### config.mk
export PLATFORM = sky130hd
export DESIGN_NAME = edge_count_ctrl
export DESIGN_NICKNAME = d
export VERILOG_FILES = /design/src/rtl/edge_count_pkg.sv /design/src/rtl/edge_count_ctrl_qual.sv /design/src/rtl/edge_count_ctrl.sv
export SDC_FILE = /design/constraint.sdc
export NUM_CORES = 1
export LEC_CHECK = 0
export ABC_AREA = 1
export ABC_CLOCK_PERIOD_IN_PS = 4000
export CAP_MARGIN = 20
export CORE_MARGIN = 1.5
export CORE_UTILIZATION = 45
export CTS_CLUSTER_DIAMETER = 40
export DETAILED_ROUTE_END_ITERATION = 10
export GPL_TIMING_DRIVEN = 0
export HOLD_SLACK_MARGIN = 0.12
export PLACE_DENSITY = 0.67
export SLEW_MARGIN = 40
export SYNTH_ARGS = -nofsm -noshare
export SYNTH_HDL_FRONTEND = slang
export SYNTH_SLANG_ARGS = --single-unit
### constraint.sdc
create_clock -name clk -period 4 [get_ports clk]
set_clock_uncertainty 0.2 [all_clocks]
set_input_delay 0.8 -clock clk [delete_from_list [all_inputs] [get_ports clk]]
set_output_delay 0.8 -clock clk [all_outputs]
set_load 0.05 [all_outputs]
### src/rtl/edge_count_pkg.sv
// Shared types and constants for the edge-count controller and its bench.
// The optional EDGE_COUNT_BOTH_EDGES_EN build only changes edge_qual.
package edge_count_pkg;

  localparam int CNT_W_DEF = 4;
  localparam int TMO_W_DEF = 8;

  localparam logic [1:0] ST_IDLE   = 2'b00;
  localparam logic [1:0] ST_ARM    = 2'b01;
  localparam logic [1:0] ST_COUNT  = 2'b10;
  localparam logic [1:0] ST_FINISH = 2'b11;

  typedef enum logic [1:0] {
    IDLE   = ST_IDLE,
    ARM    = ST_ARM,
    COUNT  = ST_COUNT,
    FINISH = ST_FINISH
  } state_t;

  // Why a run ended, as seen on the done/tmo pulse pair.
  typedef enum logic [1:0] {
    CAUSE_NONE = 2'b00,
    CAUSE_DONE = 2'b01,
    CAUSE_TMO  = 2'b10
  } cause_t;

  function automatic cause_t finish_cause(input logic done, input logic tmo);
    if (done && !tmo)      return CAUSE_DONE;
    else if (tmo && !done) return CAUSE_TMO;
    else                   return CAUSE_NONE;
  endfunction

endpackage

### src/rtl/edge_count_ctrl_qual.sv
// Edge qualifier: history register plus rise (or, with EDGE_COUNT_BOTH_EDGES_EN,
// rise-or-fall) detect; load primes the history so a pre-existing level is not an edge.
module edge_qual
  import edge_count_pkg::*;
(
  input  logic clk,
  input  logic rst,
  input  logic en,
  input  logic load,
  input  logic sig,
  output logic edge_pulse
);

`ifdef EDGE_COUNT_BOTH_EDGES_EN
  localparam logic BOTH_EDGES = 1'b1;
`else
  localparam logic BOTH_EDGES = 1'b0;
`endif

  logic hist;

  always_ff @(posedge clk or negedge rst) begin
    if (!rst)
      hist <= 1'b0;
    else if (load || en)
      hist <= sig;
  end

  assign edge_pulse = en & (BOTH_EDGES ? (sig ^ hist) : (sig & ~hist));

endmodule

### src/rtl/edge_count_ctrl.sv
// Run controller: arms edge_qual, counts edges to a latched target, aborts on timeout.
// Build option EDGE_COUNT_BOTH_EDGES_EN (in edge_qual) counts falling edges too.
module edge_count_ctrl
  import edge_count_pkg::*;
#(
  parameter int CNT_W = CNT_W_DEF,
  parameter int TMO_W = TMO_W_DEF
) (
  input  logic             clk,
  input  logic             rst,
  input  logic             start,
  input  logic [CNT_W-1:0] target,
  input  logic [TMO_W-1:0] timeout,
  input  logic             sig,
  output logic             det_en,
  output logic [CNT_W-1:0] count,
  output logic             busy,
  output logic             done,
  output logic             tmo
);

  state_t           state;
  logic [CNT_W-1:0] tgt_l;
  logic [TMO_W-1:0] tmo_l;
  logic [TMO_W-1:0] timer;
  logic [CNT_W-1:0] count_inc;
  logic             edge_pulse;
  logic             in_count;
  logic             arm_load;
  logic             final_edge;
  logic             expire;

  assign in_count   = (state == COUNT);
  assign arm_load   = (state == ARM);
  assign det_en     = arm_load | in_count;
  assign busy       = (state != IDLE);
  assign count_inc  = count + 1'b1;
  assign final_edge = edge_pulse && (count_inc == tgt_l);
  assign expire     = (tmo_l != '0) && (timer == tmo_l - 1'b1);

  edge_qual u_qual (
    .clk        (clk),
    .rst        (rst),
    .en         (in_count),
    .load       (arm_load),
    .sig        (sig),
    .edge_pulse (edge_pulse)
  );

  // done/tmo are set only on the transition into FINISH, so each lasts one cycle.
  always_ff @(posedge clk or negedge rst) begin
    if (!rst) begin
      state <= IDLE;
      count <= '0;
      tgt_l <= '0;
      tmo_l <= '0;
      timer <= '0;
      done  <= 1'b0;
      tmo   <= 1'b0;
    end else begin
      done <= 1'b0;
      tmo  <= 1'b0;
      case (state)
        IDLE: begin
          if (start) begin
            tgt_l <= target;
            tmo_l <= timeout;
            count <= '0;
            timer <= '0;
            if (target == '0) begin
              state <= FINISH;
              done  <= 1'b1;
            end else begin
              state <= ARM;
            end
          end
        end
        ARM: state <= COUNT;
        COUNT: begin
          if (edge_pulse)
            count <= count_inc;
          // A terminating edge beats a simultaneous timeout; the timer freezes at expiry.
          if (final_edge) begin
            state <= FINISH;
            done  <= 1'b1;
          end else if (expire) begin
            state <= FINISH;
            tmo   <= 1'b1;
          end else begin
            timer <= timer + 1'b1;
          end
        end
        FINISH:  state <= IDLE;
        default: state <= IDLE;
      endcase
    end
  end

endmodule

==> results of run 1 <==
==> stage by stage <==
step / area, sq um / std cells
CTS: 2220 / 331
finish: 2220 / 331
floorplan: 1850 / 251
detailed placement: 2140 / 324
global route: 2220 / 331
global placement: 2140 / 324
==> synth_stat cells <==
cell,instances,area (sq um)
nor2_4,2,22.5
nand4_1,4,25.0
or2_1,1,6.26
inv_2,2,7.51
xnor2_1,1,8.76
nand2_1,72,270
clkbuf_1,2,7.51
inv_4,2,12.5
inv_1,28,105
a21oi_1,12,60.1
nand2_8,1,20.0
a31o_2,1,8.76
nand3_2,2,20.0
o21bai_1,1,7.51
ha_1,6,75.1
nor2_1,30,113
nor3b_1,2,15.0
nand3b_1,2,15.0
nor2_2,3,18.8
clkinv_1,1,3.75
nand3_1,19,95.1
nand4_4,1,21.3
o21ai_0,8,40.0
nand2_2,9,56.3
dfrtp_1,29,726
a21boi_2,1,11.3
mux2_2,1,11.3
o22ai_1,2,12.5
xor2_1,6,52.6
==> cell type report <==
type | count | share of cell area, %
Multi-Input combinational cell | 187 | 44.4
Sequential cell | 29 | 32.7
Timing Repair Buffer | 23 | 10.1
Inverter | 33 | 5.80
Clock buffer | 7 | 3.89
Tap cell | 50 | 2.82
Buffer | 2 | 0.338
==> worst max-delay path, cell delays in order, from the launching register on <==
cell             delay (ns)
dfrtp_1                0.35
inv_1                  0.06
ha_1                   0.21
inv_1                  0.13
clkdlybuf4s50_1        0.82
==> final timing paths <==
| kind | from | depth (start not counted) | slack [ns] | endpoint |
|---|---|---|---|---|
| setup / recovery | state[0] | 4 | 1.15 | busy |
| hold / removal | state[0] | 2 | 0.29 | state[0] |
| setup reg to reg | state[0] | 12 | 1.90 | timer[5] |
| hold reg to reg | state[0] | 2 | 0.29 | state[0] |
| max in group asynchronous | rst | 1 | 2.83 | done |
| min in group asynchronous | rst | 1 | 0.34 | tmo_l[4] |
==> flip-flops by register name (all words and copies together), names as in the netlist <==
register	cells
timer	8
done	1
tmo	1
tgt_l	4
count	4
state	2
tmo_l	8
u_qual.hist	1
==> kinds of logic (layout without fill, tap and decap cells) <==
logic type,Yosys count,count (layout)
xor gates and xnor gates,7,7
adders and majority gates,6,6
muxes,1,1
buffers and inverters,35,65
AOI/OAI and AO/OA,25,25
DFF,29,29
and+or+nand+nor,148,148
==> layout by cell type, fill, tap and decap left out, types with 2 or more instances in the layout <==
| cell type | synthesis | layout |
|---|---|---|
| nor2_1 | 30 | 30 |
| clkbuf_1 | 2 | 3 |
| inv_2 | 2 | 2 |
| nand3b_1 | 2 | 2 |
| nand3_2 | 2 | 2 |
| nand4_1 | 4 | 4 |
| xor2_1 | 6 | 6 |
| inv_1 | 28 | 28 |
| dfrtp_1 | 29 | 29 |
| nand2_1 | 72 | 72 |
| clkdlybuf4s50_1 | 0 | 22 |
| o21ai_0 | 8 | 8 |
| nand2_2 | 9 | 9 |
| a21oi_1 | 12 | 12 |
| nor2_4 | 2 | 2 |
| nor3b_1 | 2 | 2 |
| inv_4 | 2 | 2 |
| nor2_2 | 3 | 3 |
| clkbuf_8 | 0 | 6 |
| ha_1 | 6 | 6 |
| o22ai_1 | 2 | 2 |
| nand3_1 | 19 | 19 |
==> power groups by stage <==
stage / Combinational, mW / Sequential (mW) / Clock, mW
finish: 0.725 / 0.461 / 0.245
global route: 0.826 / 0.474 / 0.262
CTS: 0.735 / 0.463 / 0.257
detailed placement: 0.732 / 0.467 / 0
global placement: 0.719 / 0.464 / 0
floorplan: 0.540 / 0.474 / 0
==> per-layer routing <==
metal | up-vias | part of all wire (%) | track usage (%)
met4 | 0 | 1.5 | 7.40
met3 | 7 | 3.4 | 5.07
met1 | 730 | 46 | 23.7
li1 | 850 | - | -
met2 | 26 | 49 | 36.5
met5 | - | 0 | 0
==> impl_metrics.csv, run 1 <==
group,metric,value,unit
cts,cts_tree,"yes",
cts,clock-root-buffer,"clkbuf_8",
yosys,syn_nets,273,
cts,cts_buffer_depth,2,
setup_path,crit_required,3.00,ns
routing,ant_nets,0,
power_and_ir_drop,ir_drop,365,uV
cts,numCtsBuffers,5,
routing,wl_per_cell,11.8,um
status,status,"finished clean",
power_and_ir_drop,netSwitchingPower,0.663,mW
sta,fin_crit,2.85,ns
sta,finalCritPeriodShare,71.3,%
yosys,mappedNetlistArea,1850,sq um
setup_path,cp.arrival,1.85,ns
routing,route.detailed.drc,0,
global_route,grt_usage,20.6,%
cts,htreeDepth,2,
placement,portBuffers,23,
power_and_ir_drop,swShare,46.3,%
cells_and_area,drive_above_1_share,11.4,%
floorplanning,start_util,46.5,%
yosys,synth_compound_area_share,7.58,%
cts,clk_latency,0.28,ns
setup_path,critPathMaxFanout,5,
sta,tightest_slew,0.652,ns
global_route,antenna_found_initial,0,
power_and_ir_drop,p_per_area,644,nW/um^2
sta,whs,0.286,ns
power_and_ir_drop,pwr-share-clk,17.1,%
cts,cts_hold_buf,0,
yosys,postSynthAreaPerCell,7.36,sq um
power_and_ir_drop,seqPwrFrac,32.2,%
cts,cts_sinks,29,
sta,fmax,351,MHz
routing,vias,1613,
cts,cts_setup_buffers,0,
cells_and_area,multiInputGateArea,986,sq um
setup_path,end_kind,"output port",
routing,drt-pass1-iter-count,4,
cells_and_area,nNetsFinal,303,
yosys,synth_top_family_by_area,"simple AND/OR/NAND/NOR gates",
global_route,grt_pass1_wl,6.82,mm
power_and_ir_drop,p_leak,1.10,nW
yosys,synth_seq_area_share,39.3,%
power_and_ir_drop,internal_power,0.767,mW
global_route,grt_pass1_vias,1533,
placement,routabilityCongestion,0.839,
routing,viasPerCell,4.87,
yosys,synth_xor_area_share,3.32,%
placement,pre_cts_ws,1.44,ns
cells_and_area,ff_latch_area,726,sq um
yosys,post_synth_num_cell_types,29,
setup_path,crit_type,"reg2out",
sta,rsz0062_at_grt,"false",
power_and_ir_drop,finalPower,1.43,mW
floorplanning,core,3970,sq um
cells_and_area,final_core_util,56.0,%
floorplanning,io_pins,24,
cells_and_area,fillCellCount,397,
sta,slew_viol_final,0,
yosys,yosys.area_share.simple,37.8,%
yosys,yosysWarningCount,0,
floorplanning,dieArea,4500,sq um
yosys,synth_cells,251,
yosys,ys_ff_latch,29,
cts,clkTransAtPathRegs,0.06,ns
floorplanning,chipWidth,67.1,um
run,drv_cap,0,
routing,wl,3.90,mm
routing,first_iter_violations,78,
power_and_ir_drop,pwr-share-comb,50.7,%
sta,timing.final.ws_setup,1.15,ns
sta,hold_violations,0,
sta,worst_slew_margin_rel,56.5,%
floorplanning,die_h,67.1,um
floorplanning,rows,23,
cells_and_area,n_antenna_cell,0,
min_path,hp-class,"reg2reg",
placement,hpwl,2.95,mm
setup_path,crit_path_start_kind,"flip-flop",
global_route,grt_max_degree,30,
cells_and_area,syn_to_final_growth,20.2,%
yosys,synth-adder-area-share,4.06,%
sta,setup_tns,0,ns
global_route,grt-ovfl-total,0,
sta,finalSetupViolCount,0,
cts,cts_resized,0,
yosys,synth_mux_area_share,0.609,%
Power figures use the tool's default switching activity.
==> run 2, diff against run 1 <==
Settings changed: ABC_CLOCK_PERIOD_IN_PS 4000 to 2550, PLACE_DENSITY 0.67 to 0.7.
Clock period 4 ns to 2.55 ns, I/O delays scaled along.
==> run 2 against run 1 <==
Sequential power rose by 56%; design area rose by 0.17%; worst hold slack improved by 0.0094 ns; global-route usage rose by 0.75 points; non-clock buffer count rose by 1; wire length rose by 1.4%; final cell count rose by 0.60%; clock-buffer cell count fell by 1; worst setup slack got worse by 0.92 ns; utilization rose by 0.094 points; critical path type unchanged; critical endpoint is now count[0]; largest cell class unchanged; highest routed layer unchanged.
==> impl_metrics.csv, run 2 (synthesis gave the netlist of run 1 again) <==
group,metric,value,unit
setup_path,path_cells,"clkdlybuf4s50_1",
setup_path,rr_worst_depth,14,
cells_and_area,largestRegisters,"timer x8, tmo_l x8",
cts,clk_latency,0.28,ns
cells_and_area,syn_to_final_growth,20.4,%
floorplanning,io_pins,24,
setup_path,cpLargestDelayFamily,"buffers and inverters",
power_and_ir_drop,pwr-share-clk,16.6,%
floorplanning,rows,23,
sta,fin_crit,2.32,ns
routing,viasPerCell,4.91,
sta,tightest_slew,0.677,ns
placement,placed_area,2140,sq um
routing,ant_nets,0,
setup_path,crit_cells,1,
placement,placed_cells,324,
power_and_ir_drop,netSwitchingPower,1.06,mW
setup_path,crit_type,"reg2out",
setup_path,critPathMaxFanout,7,
min_path,hold_depth,2,
sta,hold_violations,0,
power_and_ir_drop,pwr-share-comb,51.0,%
floorplanning,dieArea,4500,sq um
routing,vias,1636,
routing,dr_wl_met2,1.96,mm
setup_path,critPathBufInv,1,
global_route,grt_max_degree,30,
power_and_ir_drop,p_leak,1.10,nW
power_and_ir_drop,swShare,47.8,%
cells_and_area,layout_common_cells,"nand2_1, nor2_1, dfrtp_1",
sta,fmax,431,MHz
cts,clkTransAtPathRegs,0.07,ns
global_route,grt_usage,21.3,%
cts,numCtsBuffers,5,
cells_and_area,instances_no_fill,333,
min_path,hp-class,"reg2reg",
placement,routabilityCongestion,0.824,
routing,routed.top_layer,"met4",
cts,cts_setup_buffers,0,
global_route,antenna_found_initial,0,
cells_and_area,fillCellCount,397,
power_and_ir_drop,internal_power,1.16,mW
routing,drt-pass1-iter-count,4,
cts,cts_sinks,29,
setup_path,crit_slowest_cell,"clkdlybuf4s50_1",
sta,rsz0062_at_grt,"false",
global_route,grt-ovfl-total,0,
global_route,grt_pass1_wl,7.12,mm
placement,hpwl,2.95,mm
setup_path,end_kind,"output port",
sta,worst_slew_margin_rel,54.9,%
sta,setup_tns,0,ns
sta,finalSetupViolCount,0,
sta,whs,0.296,ns
cells_and_area,n_antenna_cell,0,
cells_and_area,drive_above_1_share,11.7,%
setup_path,crit_path_start_kind,"flip-flop",
floorplanning,die_h,67.1,um
routing,first_iter_violations,51,
cts,cts_tree,"yes",
sta,slew_viol_final,0,
global_route,grt_pass1_vias,1629,
cells_and_area,nNetsFinal,304,
routing,route.detailed.drc,0,
cts,clock-root-buffer,"clkbuf_8",
cells_and_area,final_core_util,56.0,%
floorplanning,start_util,46.5,%
cells_and_area,final_cell_area,2230,sq um
cts,htreeDepth,2,
setup_path,crit_required,1.84,ns
cells_and_area,layout_commonest_cell,"nand2_1",
power_and_ir_drop,ir_drop,892,uV
floorplanning,chipWidth,67.1,um
setup_path,cp.arrival,1.61,ns
sta,finalCritPeriodShare,91.1,%
run,drv_cap,0,
placement,portBuffers,23,
routing,wl_per_cell,11.9,um
cts,cts_buffer_depth,2,
routing,wl,3.96,mm
status,status,"finished clean",
floorplanning,core,3970,sq um
power_and_ir_drop,p_per_area,1000,nW/um^2
power_and_ir_drop,seqPwrFrac,32.4,%
setup_path,max_stage_delay,0.86,ns
routing,wl_met1,1.78,mm
routing,dr_wl_met3,133,um
## run 2: what timing repair did
action | 4_1_cts | 5_1_grt
resized for setup | 2 | 0
hold buffers | 1 | 0
hold endpoints to repair | 29 | 0
setup endpoints to repair | 2 | 0
## run 2: worst paths after layout
path | from | end | slack (ns)
max in group asynchronous | rst | state[1] | 1.11
worst max-delay path | count[0] | count[0] | 0.23
worst min register to register | state[0] | state[0] | 0.30
worst min-delay path | state[0] | state[0] | 0.30
worst max register to register | tmo_l[0] | state[1] | 0.43
min in group asynchronous | rst | tmo_l[4] | 0.60
## run 2: cell type report
class | instances | area [sq um] | share of cell area (%)
sequential | 29 | 726 | 32.6
tap | 50 | 62.6 | 2.81
clock buffer | 6 | 72.6 | 3.26
inverter | 33 | 129 | 5.79
multi-input combinational | 187 | 986 | 44.3
buffer | 2 | 7.51 | 0.337
clock inverter | 2 | 10.0 | 0.450
timing repair buffer | 24 | 233 | 10.5
## run 2: per-stage QoR
step | total power, mW | setup WS, ns
after floorplan | 1.59 | 0.423
after global placement | 1.85 | 0.188
after detailed placement | 1.88 | 0.296
after CTS | 2.25 | 0.214
after global routing | 2.42 | 0.177
final | 2.23 | 0.228
## run 2: routing by layer
metal,up-vias,global-route usage (%)
met3,8,4.39
li1,855,-
met5,-,0
met2,26,37.1
met4,0,8.67
met1,747,25.3
## run 2: power groups by stage
stage / logic, mW / registers (mW) / clock network, mW
floorplan: 0.847 / 0.744 / 0
global placement: 1.12 / 0.727 / 0
detailed placement: 1.15 / 0.729 / 0
CTS: 1.15 / 0.721 / 0.386
global route: 1.28 / 0.743 / 0.394
finish: 1.14 / 0.721 / 0.370
==> run 3, diff against run 2 <==
--- a/config.mk
+++ b/config.mk
@@ -17,3 +17,3 @@
 export PLACE_DENSITY = 0.7
-export SLEW_MARGIN = 40
+export SLEW_MARGIN = 20
 export SYNTH_ARGS = -nofsm -noshare
==> constraint.sdc (replaced) <==
create_clock -name clk -period 2.55 [get_ports clk]
set_clock_uncertainty 0.2 [all_clocks]
set_input_delay 0.6375 -clock clk [delete_from_list [all_inputs] [get_ports clk]]
set_output_delay 0.6375 -clock clk [all_outputs]
set_load 0.05 [all_outputs]
==> run 3 against run 2 <==
Non-clock buffer count fell by 1; total power is essentially flat; design area decreased by 0.45%; register-to-register slack about the same; clock power about the same; die area is the same; flip-flop and latch count did not move; clock-buffer cell count unchanged.
==> impl_metrics.csv, run 3 (synthesis gave the netlist of run 1 again) <==
group,metric,value,unit
placement,portBuffers,23,
routing,viasPerCell,4.92,
sta,setup_tns,0,ns
placement,pre_cts_ws,0.169,ns
setup_path,path_cells,"clkdlybuf4s50_1",
floorplanning,rows,23,
sta,finalSetupViolCount,0,
status,status,"finished clean",
routing,drt-pass1-iter-count,4,
floorplanning,io_pins,24,
cts,clock-root-buffer,"clkbuf_8",
power_and_ir_drop,p_per_area,1000,nW/um^2
power_and_ir_drop,ir_drop,891,uV
sta,timing.final.ws_setup,0.101,ns
sta,slew_viol_final,0,
setup_path,end_kind,"output port",
cells_and_area,instances_no_fill,332,
min_path,hp-class,"in2async",
setup_path,cp.arrival,1.61,ns
routing,ant_nets,0,
global_route,grt_pass1_vias,1629,
sta,hold_violations,0,
routing,first_iter_violations,51,
floorplanning,start_util,46.5,%
cts,htreeDepth,2,
placement,hpwl,2.95,mm
cells_and_area,n_antenna_cell,0,
sta,tightest_slew,0.673,ns
sta,fmax,408,MHz
sta,rsz0062_at_grt,"false",
global_route,grt_pass1_wl,7.12,mm
setup_path,crit_required,1.71,ns
cells_and_area,largestRegisters,"timer x8, tmo_l x8",
sta,finalCritPeriodShare,96.0,%
cells_and_area,nNetsFinal,303,
cts,clk_latency,0.28,ns
cells_and_area,layout_common_cells,"nand2_1, nor2_1, dfrtp_1",
setup_path,crit_type,"reg2out",
global_route,grt-ovfl-total,0,
cells_and_area,syn_to_final_growth,19.9,%
placement,routabilityCongestion,0.824,
global_route,grt_usage,21.3,%
setup_path,critPathBufInv,1,
sta,worst_slew_margin_rel,55.1,%
floorplanning,die_h,67.1,um
placement,placed_cells,324,
cts,clkTransAtPathRegs,0.06,ns
cells_and_area,layout_commonest_cell,"nand2_1",
global_route,antenna_found_initial,0,
setup_path,crit_path_start_kind,"flip-flop",
global_route,grt_max_degree,30,
cts,cts_sinks,29,
setup_path,crit_slowest_cell,"clkdlybuf4s50_1",
floorplanning,dieArea,4500,sq um
power_and_ir_drop,p_leak,1.10,nW
routing,vias,1634,
setup_path,cpLargestDelayFamily,"buffers and inverters",
sta,fin_crit,2.45,ns
routing,route.detailed.drc,0,
cts,cts_buffer_depth,2,
cells_and_area,drive_above_1_share,11.7,%
routing,wl,3.96,mm
cells_and_area,final_core_util,55.8,%
cts,numCtsBuffers,5,
floorplanning,core,3970,sq um
run,drv_cap,0,
setup_path,max_stage_delay,0.86,ns
routing,wl_per_cell,11.9,um
cts,cts_tree,"yes",
setup_path,critPathMaxFanout,7,
cts,cts_setup_buffers,0,
floorplanning,chipWidth,67.1,um
[run 3: cell types whose count changed in the layout (fill, tap and decap cells not counted)]
cell           change
dlygate4sd3_1      -1
[run 3: report_power, final]
group          switching (mW)  leakage, nW  internal [mW]
clock                   0.182       0.0450          0.189
combinational           0.757        0.687          0.378
sequential              0.125        0.368          0.596
[run 3: what timing repair did]
item                                    4_1_cts  5_1_grt
resized for setup                             2        0
hold buffers                                  0        0
endpoints found under the setup margin        2        0
[run 3: worst paths after layout]
path | startpoint | slack, ns | cells past startpoint | to
max | count[0] | 0.10 | 1 | count[0]
min | rst | 0.19 | 1 | tmo_l[4]
max reg2reg | tmo_l[0] | 0.43 | 14 | state[1]
min reg2reg | state[0] | 0.30 | 2 | state[0]
max in group asynchronous | rst | 1.53 | 1 | state[1]
min in group clk | state[0] | 0.30 | 2 | state[0]
[run 3: final cells by class]
class / count / area, sq um
multi-input cells: 187 / 986
flip-flops and latches: 29 / 726
clock inverters: 2 / 10.0
clock buffers: 6 / 72.6
repair buffers: 23 / 223
fillers: 398 / 1760
inverters: 33 / 129
plain buffers: 2 / 7.51
well taps: 50 / 62.6
[run 3: layer usage]
| layer | vias up | GRT usage (%) | part of all wire (%) |
|---|---|---|---|
| met4 | 0 | 8.67 | 2.0 |
| met2 | 26 | 37.1 | 50 |
| met1 | 747 | 25.3 | 45 |
| met3 | 8 | 4.39 | 3.4 |
| li1 | 853 | - | - |
| met5 | - | 0 | 0 |
[run 3: worst reg2reg max path, delay by kind of cell (launching register included)]
family                   cells  cell delay, ns
AND/OR/NAND/NOR             11            0.95
flip-flops                   1            0.39
adder cells (fa/ha/maj)      1            0.33
buffers and inverters        2            0.14
[run 3: metrics by stage]
stage          area (sq um)  total power [mW]  hold WS [ns]
3_5_place_dp           2140              1.88         0.271
5_1_grt                2220              2.41         0.237
3_3_place_gp           2140              1.85         0.261
2_1_floorplan          1850              1.59         0.142
4_1_cts                2220              2.25         0.212
6_report               2220              2.23         0.189
